File: config.mk
export PLATFORM = sky130hd
export DESIGN_NAME = ps2_key_tracker_flat
export DESIGN_NICKNAME = d
export VERILOG_FILES = /design/src/rtl/ps2_key_tracker_if.sv /design/src/rtl/ps2_key_tracker.sv /design/src/flat_wrapper.sv
export SDC_FILE = /design/constraint.sdc
export NUM_CORES = 1
export LEC_CHECK = 0
export BUFFER_PORTS_ARGS = -buffer_cell sky130_fd_sc_hd__buf_2
export CORE_AREA = 2 2 85 87
export CTS_CLUSTER_SIZE = 16
export DETAILED_ROUTE_END_ITERATION = 16
export DIE_AREA = 0 0 87 89
export PLACE_DENSITY = 0.74
export SETUP_SLACK_MARGIN = 0.05
export SYNTH_ARGS = -nofsm -noshare
export SYNTH_HDL_FRONTEND = slang
export SYNTH_SLANG_ARGS = --single-unit
File: constraint.sdc
create_clock -name clk -period 3.2 [get_ports clk]
set_input_delay 0.16 -clock clk [delete_from_list [all_inputs] [get_ports clk]]
set_output_delay 0.16 -clock clk [all_outputs]
set_load 0.02 [all_outputs]
File: src/rtl/ps2_key_tracker_if.sv
// PS/2 FIFO pop interface between ps2_keyboard (master) and the key tracker (slave).
interface ps2_key_tracker_if;
    logic [7:0] ps2_data;
    logic       ps2_ready;
    logic       ps2_overflow;
    logic       ps2_nextdata_n;

    modport master (
        output ps2_data,
        output ps2_ready,
        output ps2_overflow,
        input  ps2_nextdata_n
    );

    modport slave (
        input  ps2_data,
        input  ps2_ready,
        input  ps2_overflow,
        output ps2_nextdata_n
    );
endinterface

File: src/rtl/ps2_key_tracker.sv
// Scan-code decoder: pops FIFO bytes, parses E0/F0 prefixes, tracks held keys,
// flags typematic repeats and keeps a BCD count of new presses.
module ps2_key_tracker #(
    parameter int COUNT_DIGITS = 2,
    parameter int MAX_HELD     = 4
) (
    input  logic                      clk,
    input  logic                      rst,
    ps2_key_tracker_if.slave          ps2,
    output logic                      evt_valid,
    output logic [7:0]                evt_code,
    output logic                      evt_ext,
    output logic                      evt_break,
    output logic                      evt_repeat,
    output logic                      err_pulse,
    output logic                      ovf_sticky,
    output logic [7:0]                last_code,
    output logic                      key_down,
    output logic [3:0]                held_cnt,
    output logic                      held_full,
    output logic [4*COUNT_DIGITS-1:0] press_count
);

    localparam logic [1:0] ST_IDLE = 2'd0;
    localparam logic [1:0] ST_E0   = 2'd1;
    localparam logic [1:0] ST_F0   = 2'd2;
    localparam logic [1:0] ST_E0F0 = 2'd3;

    logic [1:0] state_q, state_d;
    logic [1:0] cool_q;
    logic       accept;
    logic       nextdata_n_q;
    logic [7:0] byte_in;
    logic       is_prefix_e0, is_prefix_f0, is_bad;

    logic is_evt, evt_ext_d, evt_brk_d, err_d;

    logic [MAX_HELD-1:0]       valid_q, valid_d, match_v, ins_v;
    logic [MAX_HELD-1:0][8:0]  ent_q, ent_d;
    logic                      hit, free_found, inc;

    logic [4*COUNT_DIGITS-1:0] cnt_q, cnt_d;
    logic                      carry;
    logic [3:0]                held_cnt_c;

    logic       evt_valid_q, evt_ext_q, evt_break_q, evt_repeat_q, err_q, ovf_q;
    logic [7:0] evt_code_q, last_code_q;

    // A byte is taken only once the two-cycle pop cooldown has expired.
    assign accept       = ps2.ps2_ready && (cool_q == 2'd0);
    assign byte_in      = ps2.ps2_data;
    assign is_prefix_e0 = (byte_in == 8'hE0);
    assign is_prefix_f0 = (byte_in == 8'hF0);
    assign is_bad       = (byte_in == 8'h00) || (byte_in == 8'hFF);

    always_comb begin
        state_d   = state_q;
        is_evt    = 1'b0;
        evt_ext_d = 1'b0;
        evt_brk_d = 1'b0;
        err_d     = 1'b0;
        if (accept) begin
            case (state_q)
                ST_IDLE: begin
                    if (is_prefix_e0)      state_d = ST_E0;
                    else if (is_prefix_f0) state_d = ST_F0;
                    else if (is_bad)       err_d   = 1'b1;
                    else                   is_evt  = 1'b1;
                end
                ST_E0: begin
                    state_d = ST_IDLE;
                    if (is_prefix_f0) begin
                        state_d = ST_E0F0;
                    end else if (is_prefix_e0 || is_bad) begin
                        err_d = 1'b1;
                    end else begin
                        is_evt    = 1'b1;
                        evt_ext_d = 1'b1;
                    end
                end
                ST_F0: begin
                    state_d = ST_IDLE;
                    if (is_prefix_e0 || is_prefix_f0 || is_bad) begin
                        err_d = 1'b1;
                    end else begin
                        is_evt    = 1'b1;
                        evt_brk_d = 1'b1;
                    end
                end
                default: begin
                    state_d = ST_IDLE;
                    if (is_prefix_e0 || is_prefix_f0 || is_bad) begin
                        err_d = 1'b1;
                    end else begin
                        is_evt    = 1'b1;
                        evt_ext_d = 1'b1;
                        evt_brk_d = 1'b1;
                    end
                end
            endcase
        end
    end

    // Held table: at most one entry can match since duplicates are never inserted.
    always_comb begin
        hit        = 1'b0;
        free_found = 1'b0;
        inc        = 1'b0;
        match_v    = '0;
        ins_v      = '0;
        valid_d    = valid_q;
        ent_d      = ent_q;
        for (int unsigned i = 0; i < MAX_HELD; i++) begin
            if (valid_q[i] && (ent_q[i] == {evt_ext_d, byte_in})) begin
                match_v[i] = 1'b1;
                hit        = 1'b1;
            end
            if (!valid_q[i] && !free_found) begin
                ins_v[i]   = 1'b1;
                free_found = 1'b1;
            end
        end
        if (is_evt) begin
            if (evt_brk_d) begin
                valid_d = valid_q & ~match_v;
            end else if (!hit) begin
                inc = 1'b1;
                for (int unsigned i = 0; i < MAX_HELD; i++) begin
                    if (ins_v[i]) begin
                        valid_d[i] = 1'b1;
                        ent_d[i]   = {evt_ext_d, byte_in};
                    end
                end
            end
        end
    end

    always_comb begin
        cnt_d = cnt_q;
        carry = inc;
        for (int unsigned d = 0; d < COUNT_DIGITS; d++) begin
            if (carry) begin
                if (cnt_q[4*d +: 4] == 4'd9) begin
                    cnt_d[4*d +: 4] = 4'd0;
                end else begin
                    cnt_d[4*d +: 4] = cnt_q[4*d +: 4] + 4'd1;
                    carry           = 1'b0;
                end
            end
        end
    end

    always_comb begin
        held_cnt_c = '0;
        for (int unsigned i = 0; i < MAX_HELD; i++) begin
            if (valid_q[i]) held_cnt_c = held_cnt_c + 4'd1;
        end
    end

    always_ff @(posedge clk or negedge rst) begin
        if (!rst) begin
            state_q      <= ST_IDLE;
            cool_q       <= '0;
            nextdata_n_q <= 1'b1;
            valid_q      <= '0;
            ent_q        <= '0;
            cnt_q        <= '0;
            evt_valid_q  <= 1'b0;
            evt_code_q   <= '0;
            evt_ext_q    <= 1'b0;
            evt_break_q  <= 1'b0;
            evt_repeat_q <= 1'b0;
            err_q        <= 1'b0;
            ovf_q        <= 1'b0;
            last_code_q  <= '0;
        end else begin
            nextdata_n_q <= ~accept;
            if (accept)              cool_q <= 2'd2;
            else if (cool_q != 2'd0) cool_q <= cool_q - 2'd1;
            state_q     <= state_d;
            valid_q     <= valid_d;
            ent_q       <= ent_d;
            cnt_q       <= cnt_d;
            evt_valid_q <= is_evt;
            err_q       <= err_d;
            ovf_q       <= ovf_q | ps2.ps2_overflow;
            if (is_evt) begin
                evt_code_q   <= byte_in;
                evt_ext_q    <= evt_ext_d;
                evt_break_q  <= evt_brk_d;
                evt_repeat_q <= !evt_brk_d && hit;
                if (!evt_brk_d) last_code_q <= byte_in;
            end
        end
    end

    assign ps2.ps2_nextdata_n = nextdata_n_q;
    assign evt_valid          = evt_valid_q;
    assign evt_code           = evt_code_q;
    assign evt_ext            = evt_ext_q;
    assign evt_break          = evt_break_q;
    assign evt_repeat         = evt_repeat_q;
    assign err_pulse          = err_q;
    assign ovf_sticky         = ovf_q;
    assign last_code          = last_code_q;
    assign held_cnt           = held_cnt_c;
    assign key_down           = |valid_q;
    assign held_full          = (held_cnt_c == 4'(MAX_HELD));
    assign press_count        = cnt_q;

endmodule

File: src/flat_wrapper.sv
// flat-port wrapper written by rule: the top's interface ports become plain ports
module ps2_key_tracker_flat 
#(
    parameter int COUNT_DIGITS = 2,
    parameter int MAX_HELD     = 4
)
  (clk, rst, evt_valid, evt_code, evt_ext, evt_break, evt_repeat, err_pulse, ovf_sticky, last_code, key_down, held_cnt, held_full, press_count, ps2_ps2_data, ps2_ps2_ready, ps2_ps2_overflow, ps2_ps2_nextdata_n);
  ps2_key_tracker_if ps2_i ();
  input  logic clk;
  input  logic rst;
  output logic evt_valid;
  output logic [7:0] evt_code;
  output logic evt_ext;
  output logic evt_break;
  output logic evt_repeat;
  output logic err_pulse;
  output logic ovf_sticky;
  output logic [7:0] last_code;
  output logic key_down;
  output logic [3:0] held_cnt;
  output logic held_full;
  output logic [4*COUNT_DIGITS-1:0] press_count;
  input wire logic [$bits(ps2_i.ps2_data)-1:0] ps2_ps2_data;
  input wire logic [$bits(ps2_i.ps2_ready)-1:0] ps2_ps2_ready;
  input wire logic [$bits(ps2_i.ps2_overflow)-1:0] ps2_ps2_overflow;
  output wire logic [$bits(ps2_i.ps2_nextdata_n)-1:0] ps2_ps2_nextdata_n;
  assign ps2_i.ps2_data = ps2_ps2_data;
  assign ps2_i.ps2_ready = ps2_ps2_ready;
  assign ps2_i.ps2_overflow = ps2_ps2_overflow;
  assign ps2_ps2_nextdata_n = ps2_i.ps2_nextdata_n;
  ps2_key_tracker #(.COUNT_DIGITS(COUNT_DIGITS), .MAX_HELD(MAX_HELD)) u_core (.clk(clk), .rst(rst), .ps2(ps2_i), .evt_valid(evt_valid), .evt_code(evt_code), .evt_ext(evt_ext), .evt_break(evt_break), .evt_repeat(evt_repeat), .err_pulse(err_pulse), .ovf_sticky(ovf_sticky), .last_code(last_code), .key_down(key_down), .held_cnt(held_cnt), .held_full(held_full), .press_count(press_count));
endmodule
# Word-level counts from Yosys, hierarchy flattened
# Index checks and enable logic that the tools add are counted.
[classes]
addsub = 6
bitwise_logic = 7
n_reduce_logical = 40
n_eq_ne = 14
n_mux = 55
[op_table]
columns = ["op", "n"]
rows = [
  ["$mux W1", 39],
  ["$eq A9 B9 Y1", 4],
  ["$mux W4", 7],
  ["$eq A8 B8 Y1 const B", 3],
  ["$add A4 B1 Y4 const B", 4],
  ["$reduce_and A4 Y1", 4],
  ["$mux W2", 5],
  ["$reduce_bool A2 Y1", 5],
  ["$logic_and A1 B1 Y1", 9],
  ["$reduce_and A3 Y1", 3],
  ["$eq A4 B4 Y1 const B", 2],
  ["$logic_not A8 Y1", 1],
  ["$logic_not A1 Y1", 6],
  ["$pmux W1 S2", 3],
  ["$reduce_and A2 Y1", 3],
  ["$and A4 B4 Y4", 1],
  ["$eq A4 B3 Y1 const B", 1],
  ["$logic_not A2 Y1", 2],
  ["$logic_or A1 B1 Y1", 4],
  ["$not A1 Y1", 4],
  ["$not A4 Y4", 1],
  ["$pmux W2 S2", 1],
  ["$reduce_or A2 Y1", 2],
  ["$reduce_or A4 Y1", 1],
  ["other kinds (7)", 7],
]
[totals]
reg_bits = 75
in_bits = 12
elab_cells = 143

# Logic depth before layout (Yosys ltp)
# Gate-level depths: netlist of the first run.
[depth]
ltp_word = 17
ltp_mapped = 10
ltp_nobuf = 9

# Least setup slack after synthesis of the first run
# OpenSTA, ideal clock, no wires.
[synth_timing]
kind = "register to register"
from = "register u_core.cool_q[0]"
to = "register u_core.cnt_q[1], in the netlist u_core.press_count[1]"
path_buffers = 1
slack_ns = 0.627
period_less_slack_ns = 2.573
path_stages_with_launch = 11
setup_ns = 0.128
arrival_ns = 2.446
path_cell_list = "dfrtp_1 > inv_1 > ha_1 > nand3_2 > a211oi_1 > o21ai_1 > and4_1 > a211oi_4 > buf_6 > nand4_2 > mux2_1"
[synth_between]
elab_chain_cells = 12
word_cells_on_any_way = 20
classes_between = "eq/ne: 4; mux: 10; reduce/logical: 6"
[synth_lines]
columns = ["item", "line", "source"]
rows = [
  ["start: declaration", "ps2_key_tracker.sv:30", "logic [1:0] cool_q;"],
  ["start signal: assignment", "ps2_key_tracker.sv:179", "else if (cool_q != 2'd0) cool_q <= cool_q - 2'd1;"],
  ["$logic_not A2 Y1 (*)", "ps2_key_tracker.sv:50", "assign accept = ps2.ps2_ready && (cool_q == 2'd0);"],
  ["$logic_and A1 B1 Y1 (*)", "ps2_key_tracker.sv:50", ""],
  ["$mux W1", "ps2_key_tracker.sv:62", "if (accept) begin"],
  ["$eq A9 B9 Y1", "ps2_key_tracker.sv:114", "if (valid_q[i] && (ent_q[i] == {evt_ext_d, byte_in})) begin"],
  ["$logic_and A1 B1 Y1", "ps2_key_tracker.sv:114", ""],
  ["$mux W1 (4 in a row)", "ps2_key_tracker.sv:114", ""],
  ["$mux W1", "ps2_key_tracker.sv:126", "end else if (!hit) begin"],
  ["$mux W1", "ps2_key_tracker.sv:124", "if (evt_brk_d) begin"],
  ["$mux W1 (*)", "ps2_key_tracker.sv:123", "if (is_evt) begin"],
  ["end signal: assignment", "ps2_key_tracker.sv:183", "cnt_q <= cnt_d;"],
  ["end: declaration", "ps2_key_tracker.sv:42", "logic [4*COUNT_DIGITS-1:0] cnt_q, cnt_d;"],
]
# Mark *: on every way between the ends. The rest lies on a longest branch, timed or not.
# A chain may end at the register's enable or synchronous reset.

# Final worst setup path of the first run
[layout_timing]
from = "register u_core.cool_q[0]"
to = "register u_core.ent_q[12] (netlist bit)"
[layout_between]
elab_chain_cells = 11
word_cells_on_any_way = 20
classes_between = "eq/ne: 4; mux: 7; bitwise: 2; reduce/logical: 7"
[layout_lines]
columns = ["item", "line", "source"]
rows = [
  ["$logic_not A2 Y1 (*)", "ps2_key_tracker.sv:50", ""],
  ["$logic_and A1 B1 Y1 (*)", "ps2_key_tracker.sv:50", ""],
  ["$mux W1", "ps2_key_tracker.sv:62", ""],
  ["$eq A9 B9 Y1", "ps2_key_tracker.sv:114", ""],
  ["$logic_and A1 B1 Y1", "ps2_key_tracker.sv:114", ""],
  ["$mux W1 (4 in a row)", "ps2_key_tracker.sv:114", ""],
  ["$not A1 Y1 (no line)", "--", ""],
  ["$reduce_and A4 Y1 (no line) (*)", "--", ""],
  ["end signal: assignment", "ps2_key_tracker.sv:182", "ent_q <= ent_d;"],
  ["end: declaration", "ps2_key_tracker.sv:39", "logic [MAX_HELD-1:0][8:0] ent_q, ent_d;"],
]
# Marks and branches as above.

==> impl_metrics.py, run 1 <==
metrics = {
    "layout": {
        "final_util": 0.6499,
        "diodes": 0,
        "layout.nets": 401,
        "layout_commonest_cell": "dfrtp_1",
        "syn2layout_area_growth_pct": 13.20,
        "drive_gt1_frac": 0.3127,
        "fillers": 543,
        "most-common-layout-cells": "dfrtp_1, buf_2, mux2_2, nand2_1, xnor2_1",
        "stdcell_area_sq_mm": 0.004367,
    },
    "detailed_routing": {
        "drt_wl_total_mm": 7.242,
        "route.detailed.drc": 0,
        "ant_nets": 0,
        "dr_wl_met3_um": 228,
        "post_drt_wl_per_cell_um": 15.51,
        "avgViaCountPerCell": 5.593,
        "num_vias": 2612,
        "met2_length_mm": 3.500,
        "first_pass_iters": 4,
        "dr.max_layer_used": "met4",
        "drt_iter0_markers": 104,
        "routedLengthMet1_mm": 3.366,
    },
    "placed_design": {
        "placed_area_sq_mm": 0.004128,
        "place_congestion": 0.7896,
        "io_buffer_count": 47,
        "dp_hpwl_mm": 4.905,
    },
    "min_path": {
        "worstHoldPathType": "input pin to register",
        "min_path_cells": 2,
    },
    "floorplan": {
        "ioPinCount": 49,
        "rows": 30,
        "dieArea_sq_mm": 0.007743,
        "dieHeight_um": 89,
        "initial_core_util": 0.5741,
        "die_x_um": 87,
        "coreArea_sq_mm": 0.006719,
    },
    "sta": {
        "slew_viol_final": 0,
        "timing.fmax_mhz": 344.7,
        "max-slew-margin-rel": 0.3821,
        "hold_viol_final": 0,
        "fin_hold_ws_ps": 110.9,
        "setup-tns-final_ps": 0,
        "rsz0062_at_grt": "no",
        "worst_pin_slew_ps": 926.9,
        "clock-skew-final_ps": 6.829,
        "setup_viol": 0,
        "min_period_ps": 2901,
        "fin_crit_sh": 0.9065,
    },
    "worst_setup_path": {
        "arrival_ps": 3140,
        "crit_family": "simple AND/OR/NAND/NOR gates",
        "cp-start-kind": "register",
        "crit_type": "register to register",
        "cp-end-kind": "register",
        "cp_slowest_stage_delay_ps": 510,
        "cp.required_ps": 3440,
        "crit_fanout": 13,
        "ff2ff_setup_slack_ps": 300,
        "crit_cells": 9,
        "critical_path_buf_inv_count": 1,
        "worst_path_max_delay_cell": "nand3_1",
        "crit_chain": "inv_1 > ha_1 > nand3_2 > a211o_1 > nand2_1 > xnor2_1 > nand3_1 > nand4_4 > mux2_2",
        "worstRegToRegCells": 9,
    },
    "clock_network": {
        "cts_tree": "built",
        "cts.repair.resized": 0,
        "cts_buffer_depth": 2,
        "cts_made_buffers": 9,
        "clockRootBuffer": "clkbuf_8",
        "cts_hold_buf": 2,
        "htree_levels": 3,
        "insertion_delay_ps": 360,
        "clk_pin_slew_ps": 80,
        "clock-sinks": 75,
        "post_cts_buffers": 0,
    },
    "logic_synthesis": {
        "syn_inst": 338,
        "synth-xor-area-share": 0.09763,
        "synth-adder-area-share": 0.02271,
        "ys_async_sr_fraction": 1.000,
        "synth_compound_area_frac": 0.05287,
        "ys_seq_elements": 75,
        "avgSynthCellArea_sq_um": 11.41,
        "ys.flop_type": "dfrtp_1",
        "yosysSeqAreaShare": 0.4869,
        "synth_area_sq_mm": 0.003857,
        "muxShareOfSynthArea": 0.1366,
        "synth_cell_type_count": 52,
        "synth_top_family_by_area": "simple AND/OR/NAND/NOR gates",
        "synth-simple-area-share": 0.1693,
        "synth_edf_count": 0,
        "synth_fp_nets": 357,
        "synth_warnings": 0,
    },
    "power": {
        "power_density_mw_per_mm2": 773.0,
        "sw_frac_of_total": 0.3540,
        "power_mw": 3.375,
        "max-vdd-ir-drop_uv": 477.4,
        "leakage_nw": 2.088,
        "switchingPower_mw": 1.195,
        "p_int_mw": 2.180,
        "p_clk_frac": 0.239,
        "power_frac_comb": 0.340,
        "seq_power_share": 0.420,
    },
    "run_status": {
        "outcome": "finished clean",
    },
    "grt": {
        "track_usage": 0.2080,
        "grt_pass1_vias": 2456,
        "antenna_found_initial": 0,
        "grt_pass1_wl_mm": 12.03,
        "grt_max_degree": 76,
        "grt_overflow_total": 0,
    },
    "run": {
        "maxCapViolCount": 0,
    },
}
-- flip-flops by register name, summed over array words and instances, names as in the netlist --
name and count:
u_core.cool_q 2, u_core.press_count 8, u_core.evt_code 8, u_core.evt_valid 1
u_core.ent_q 36, u_core.err_pulse 1, u_core.ovf_sticky 1, u_core.evt_ext 1
u_core.last_code 8, u_core.evt_break 1, u_core.evt_repeat 1, u_core.state_q 2
u_core.ps2.ps2_nextdata_n 1, u_core.valid_q 4
-- synth_stat cells, types with 2 or more instances --
| library cell | number | share of area |
|---|---|---|
| a211oi_1 | 2 | 0.0039 |
| nand4_4 | 3 | 0.017 |
| and3b_1 | 2 | 0.0045 |
| and4_1 | 3 | 0.0068 |
| nand4_1 | 8 | 0.013 |
| mux2i_1 | 2 | 0.0052 |
| a22o_1 | 3 | 0.0068 |
| mux2_1 | 3 | 0.0088 |
| clkbuf_1 | 9 | 0.0088 |
| ha_1 | 7 | 0.023 |
| nor3_1 | 3 | 0.0039 |
| nand3_1 | 7 | 0.0091 |
| mux2_2 | 42 | 0.12 |
| nand2_1 | 41 | 0.040 |
| nand3b_1 | 2 | 0.0039 |
| xnor2_1 | 23 | 0.052 |
| nor4_1 | 4 | 0.0065 |
| nor2_1 | 12 | 0.012 |
| and3_1 | 4 | 0.0065 |
| nand2b_1 | 3 | 0.0049 |
| a211o_1 | 3 | 0.0068 |
| nor2b_1 | 4 | 0.0065 |
| nor4_4 | 2 | 0.011 |
| xor2_1 | 20 | 0.045 |
| inv_1 | 8 | 0.0078 |
| buf_2 | 8 | 0.010 |
| o21ai_0 | 5 | 0.0065 |
| dfrtp_1 | 74 | 0.48 |
| a21oi_1 | 8 | 0.010 |
-- power groups by stage --
stage / Sequential, mW / Clock (mW) / Combinational [mW]
final: 1.42 / 0.808 / 1.15
after global placement: 1.42 / 0 / 1.13
after floorplan: 1.57 / 0 / 0.676
after CTS: 1.42 / 0.834 / 1.17
after detailed placement: 1.44 / 0 / 1.16
after global routing: 1.46 / 0.865 / 1.27
-- stage by stage --
step	worst slack, ps	std cells
after floorplan	626.5	338
after global placement	433.5	449
after detailed placement	283.2	449
after CTS	261.6	467
after global routing	58.29	467
final	299.2	467
-- area by class of cell --
| cell class | count | area, sq um | area share |
|---|---|---|---|
| sequential | 75 | 1878 | 0.4301 |
| multi-input combinational | 235 | 1852 | 0.4241 |
| timing repair buffer | 53 | 287.8 | 0.06590 |
| clock buffer | 12 | 145.1 | 0.03324 |
| tap | 80 | 100.1 | 0.02292 |
| clock inverter | 4 | 73.82 | 0.01691 |
| inverter | 8 | 30.03 | 0.006877 |
-- metal layers --
| metal | global-route usage | up-vias |
|---|---|---|
| met1 | 0.2830 | 1300 |
| met4 | 0.09943 | 0 |
| met3 | 0.04709 | 13 |
| li1 | - | 1262 |
| met5 | 0 | - |
| met2 | 0.3178 | 37 |
-- cell families (layout without fill, tap and decap cells) --
kind of cell / count (synthesis) / after routing
xor+xnor: 43 / 43
buf+inv: 28 / 77
compound gates: 29 / 29
flops: 75 / 75
mux: 47 / 47
other cells: 1 / 1
fa+ha+maj: 7 / 7
simple gates: 108 / 108
-- path summary, 6_finish.rpt --
path | endpoint | startpoint
max in group asynchronous | u_core.ent_q[17]$_DFFE_PN0P_ | rst
min in group asynchronous | u_core.cool_q[0]$_DFFE_PN0P_ | rst
worst min register to register | u_core.ovf_sticky$_DFF_PN0_ | u_core.ovf_sticky$_DFF_PN0_
worst max register to register | u_core.ent_q[12]$_DFFE_PN0P_ | u_core.cool_q[0]$_DFFE_PN0P_
worst min-delay path | u_core.ps2.ps2_nextdata_n$_DFF_PN1_ | ps2_ps2_ready
worst max-delay path | u_core.ent_q[12]$_DFFE_PN0P_ | u_core.cool_q[0]$_DFFE_PN0P_
No activity file was read; power rests on OpenSTA's default activity.
==> inputs of run 2 (changes only) <==
- CORE_AREA: 2 2 85 87 -> 2 2 108 110
- DIE_AREA: 0 0 87 89 -> 0 0 110 112
- GPL_ROUTABILITY_DRIVEN: unset -> 0
- PLACE_DENSITY: 0.74 -> 0.48
==> impl_metrics.py, run 2 (synthesis results as in run 1) <==
metrics = {
    "clock_network": {
        "htree_levels": 3,
        "cts_buffer_depth": 2,
        "cts_tree": "built",
        "clock-sinks": 75,
        "clk_pin_slew_ps": 60,
        "clockRootBuffer": "clkbuf_16",
        "cts.repair.resized": 0,
        "cts_made_buffers": 9,
        "insertion_delay_ps": 340,
    },
    "grt": {
        "antenna_found_initial": 0,
        "track_usage": 0.1455,
        "grt_max_degree": 76,
        "grt_overflow_total": 0,
        "grt_pass1_vias": 2517,
        "grt_pass1_wl_mm": 13.47,
    },
    "placed_design": {
        "dp_hpwl_mm": 5.453,
        "placed_area_sq_mm": 0.004222,
        "io_buffer_count": 47,
    },
    "detailed_routing": {
        "post_drt_wl_per_cell_um": 15.33,
        "first_pass_iters": 4,
        "num_vias": 2649,
        "route.detailed.drc": 0,
        "ant_nets": 0,
        "drt_wl_total_mm": 8.138,
        "avgViaCountPerCell": 4.989,
        "drt_iter0_markers": 99,
    },
    "power": {
        "power_density_mw_per_mm2": 815.9,
        "leakage_nw": 2.151,
        "max-vdd-ir-drop_uv": 454.9,
    },
    "sta": {
        "fin_hold_ws_ps": -24.32,
        "setup_viol": 0,
        "setup-tns-final_ps": 0,
        "timing.fmax_mhz": 365.5,
        "fin_crit_sh": 0.8550,
        "worst_pin_slew_ps": 968.5,
        "max-slew-margin-rel": 0.3543,
        "min_period_ps": 2736,
        "clock-skew-final_ps": 5.835,
        "rsz0062_at_grt": "no",
        "slew_viol_final": 0,
        "hold_viol_final": 25,
    },
    "worst_setup_path": {
        "cp-start-kind": "register",
        "cp-end-kind": "register",
        "crit_fanout": 15,
        "crit_type": "register to register",
        "arrival_ps": 2960,
        "cp.required_ps": 3420,
    },
    "layout": {
        "stdcell_area_sq_mm": 0.004574,
        "top_register": "u_core.ent_q",
        "most-common-layout-cells": "dfrtp_1, buf_2, mux2_2, nand2_1, xnor2_1",
        "diodes": 0,
        "largest_register_ffs": 36,
        "layout.nets": 402,
        "fillers": 1075,
        "drive_gt1_frac": 0.3196,
        "syn2layout_area_growth_pct": 18.59,
        "layout_commonest_cell": "dfrtp_1",
        "seq_area_sq_mm": 0.001878,
        "multi_input_area_sq_mm": 0.001852,
    },
    "floorplan": {
        "ioPinCount": 49,
        "dieArea_sq_mm": 0.01232,
        "rows": 39,
        "die_x_um": 110,
        "coreArea_sq_mm": 0.01117,
        "dieHeight_um": 112,
        "initial_core_util": 0.3452,
    },
    "run": {
        "maxCapViolCount": 0,
    },
    "run_status": {
        "violations": "hold timing",
        "outcome": "finished, violations left",
    },
    "min_path": {
        "worstHoldPathType": "input pin to async pin",
    },
}
[run 2: changes by cell type in the layout (fill, tap and decap cells not counted)]
cell           previous run  this run
clkbuf_16                 0         9
clkbuf_8                 10         1
buf_4                     5         7
dlygate4sd3_1             2         1
clkinv_4                  1         0
bufinv_16                 2         3
clkbuf_1                  2         1
clkinv_2                  1         2
[run 2: worst paths after layout]
path                                         startpoint                        endpoint  slack [ps]  depth (start not counted)
min                                                 rst  u_core.evt_code[7]$_DFFE_PN0P_         -20                          1
max reg2reg                u_core.cool_q[0]$_DFFE_PN0P_    u_core.ent_q[11]$_DFFE_PN0P_         460                         10
max in group asynchronous                           rst   u_core.valid_q[1]$_DFFE_PN0P_        2590                          1
max                        u_core.cool_q[0]$_DFFE_PN0P_    u_core.ent_q[11]$_DFFE_PN0P_         460                         10
min reg2reg                 u_core.ovf_sticky$_DFF_PN0_     u_core.ovf_sticky$_DFF_PN0_         460                          1
min in group clk                        ps2_ps2_data[0]  u_core.evt_code[0]$_DFFE_PN0P_         130                          3
[run 2: area by class of cell]
cell class | instances | share of cell area
Clock buffer | 11 | 0.05306
Clock inverter | 5 | 0.02188
Inverter | 8 | 0.006565
Multi-Input combinational cell | 235 | 0.4048
Sequential cell | 75 | 0.4106
Tap cell | 143 | 0.03911
Timing Repair Buffer | 54 | 0.06400
[run 2: per-layer routing]
layer,up-vias,share of wire,track usage
met5,-,0,0
met4,0,0.023,0.07342
met3,12,0.025,0.02693
met2,40,0.46,0.2082
met1,1338,0.49,0.2087
li1,1259,-,-
[run 2: report_power, final]
part | switching [mW] | internal [mW] | leakage (nW)
clock | 0.382 | 0.780 | 0.169
sequential | 0.196 | 1.23 | 0.941
combinational | 0.655 | 0.494 | 1.04
total | 1.23 | 2.50 | 2.15
[run 2: timing repair]
| action | CTS | global route |
|---|---|---|
| hold buffers | 1 | 0 |
| setup buffers | 0 | 0 |
| hold endpoints to repair | 1 | 0 |
| setup endpoints to repair | 0 | 0 |
[run 2: critical path, stage by stage (launching register included)]
cell and delay [ps]:
dfrtp_1 390, inv_1 70, ha_1 230, nand3_2 120, a211oi_1 430, o21ai_1 130
and4_1 210, a211oi_4 140, buf_4 270, nand4_4 240, mux2_1 380
[run 2: through the flow]
stage	setup slack [ps]	util	instances	hold WS, ps	total power [mW]
floorplan	626.5	-	338	-135.6	2.243
global placement	525.3	0.3778	514	351.9	2.581
detailed placement	459.1	0.3778	514	355.7	2.603
CTS	453.4	0.4094	531	30.60	3.795
global route	238.3	0.4094	531	70.52	3.975
finish	464.1	0.4094	531	-24.32	3.732
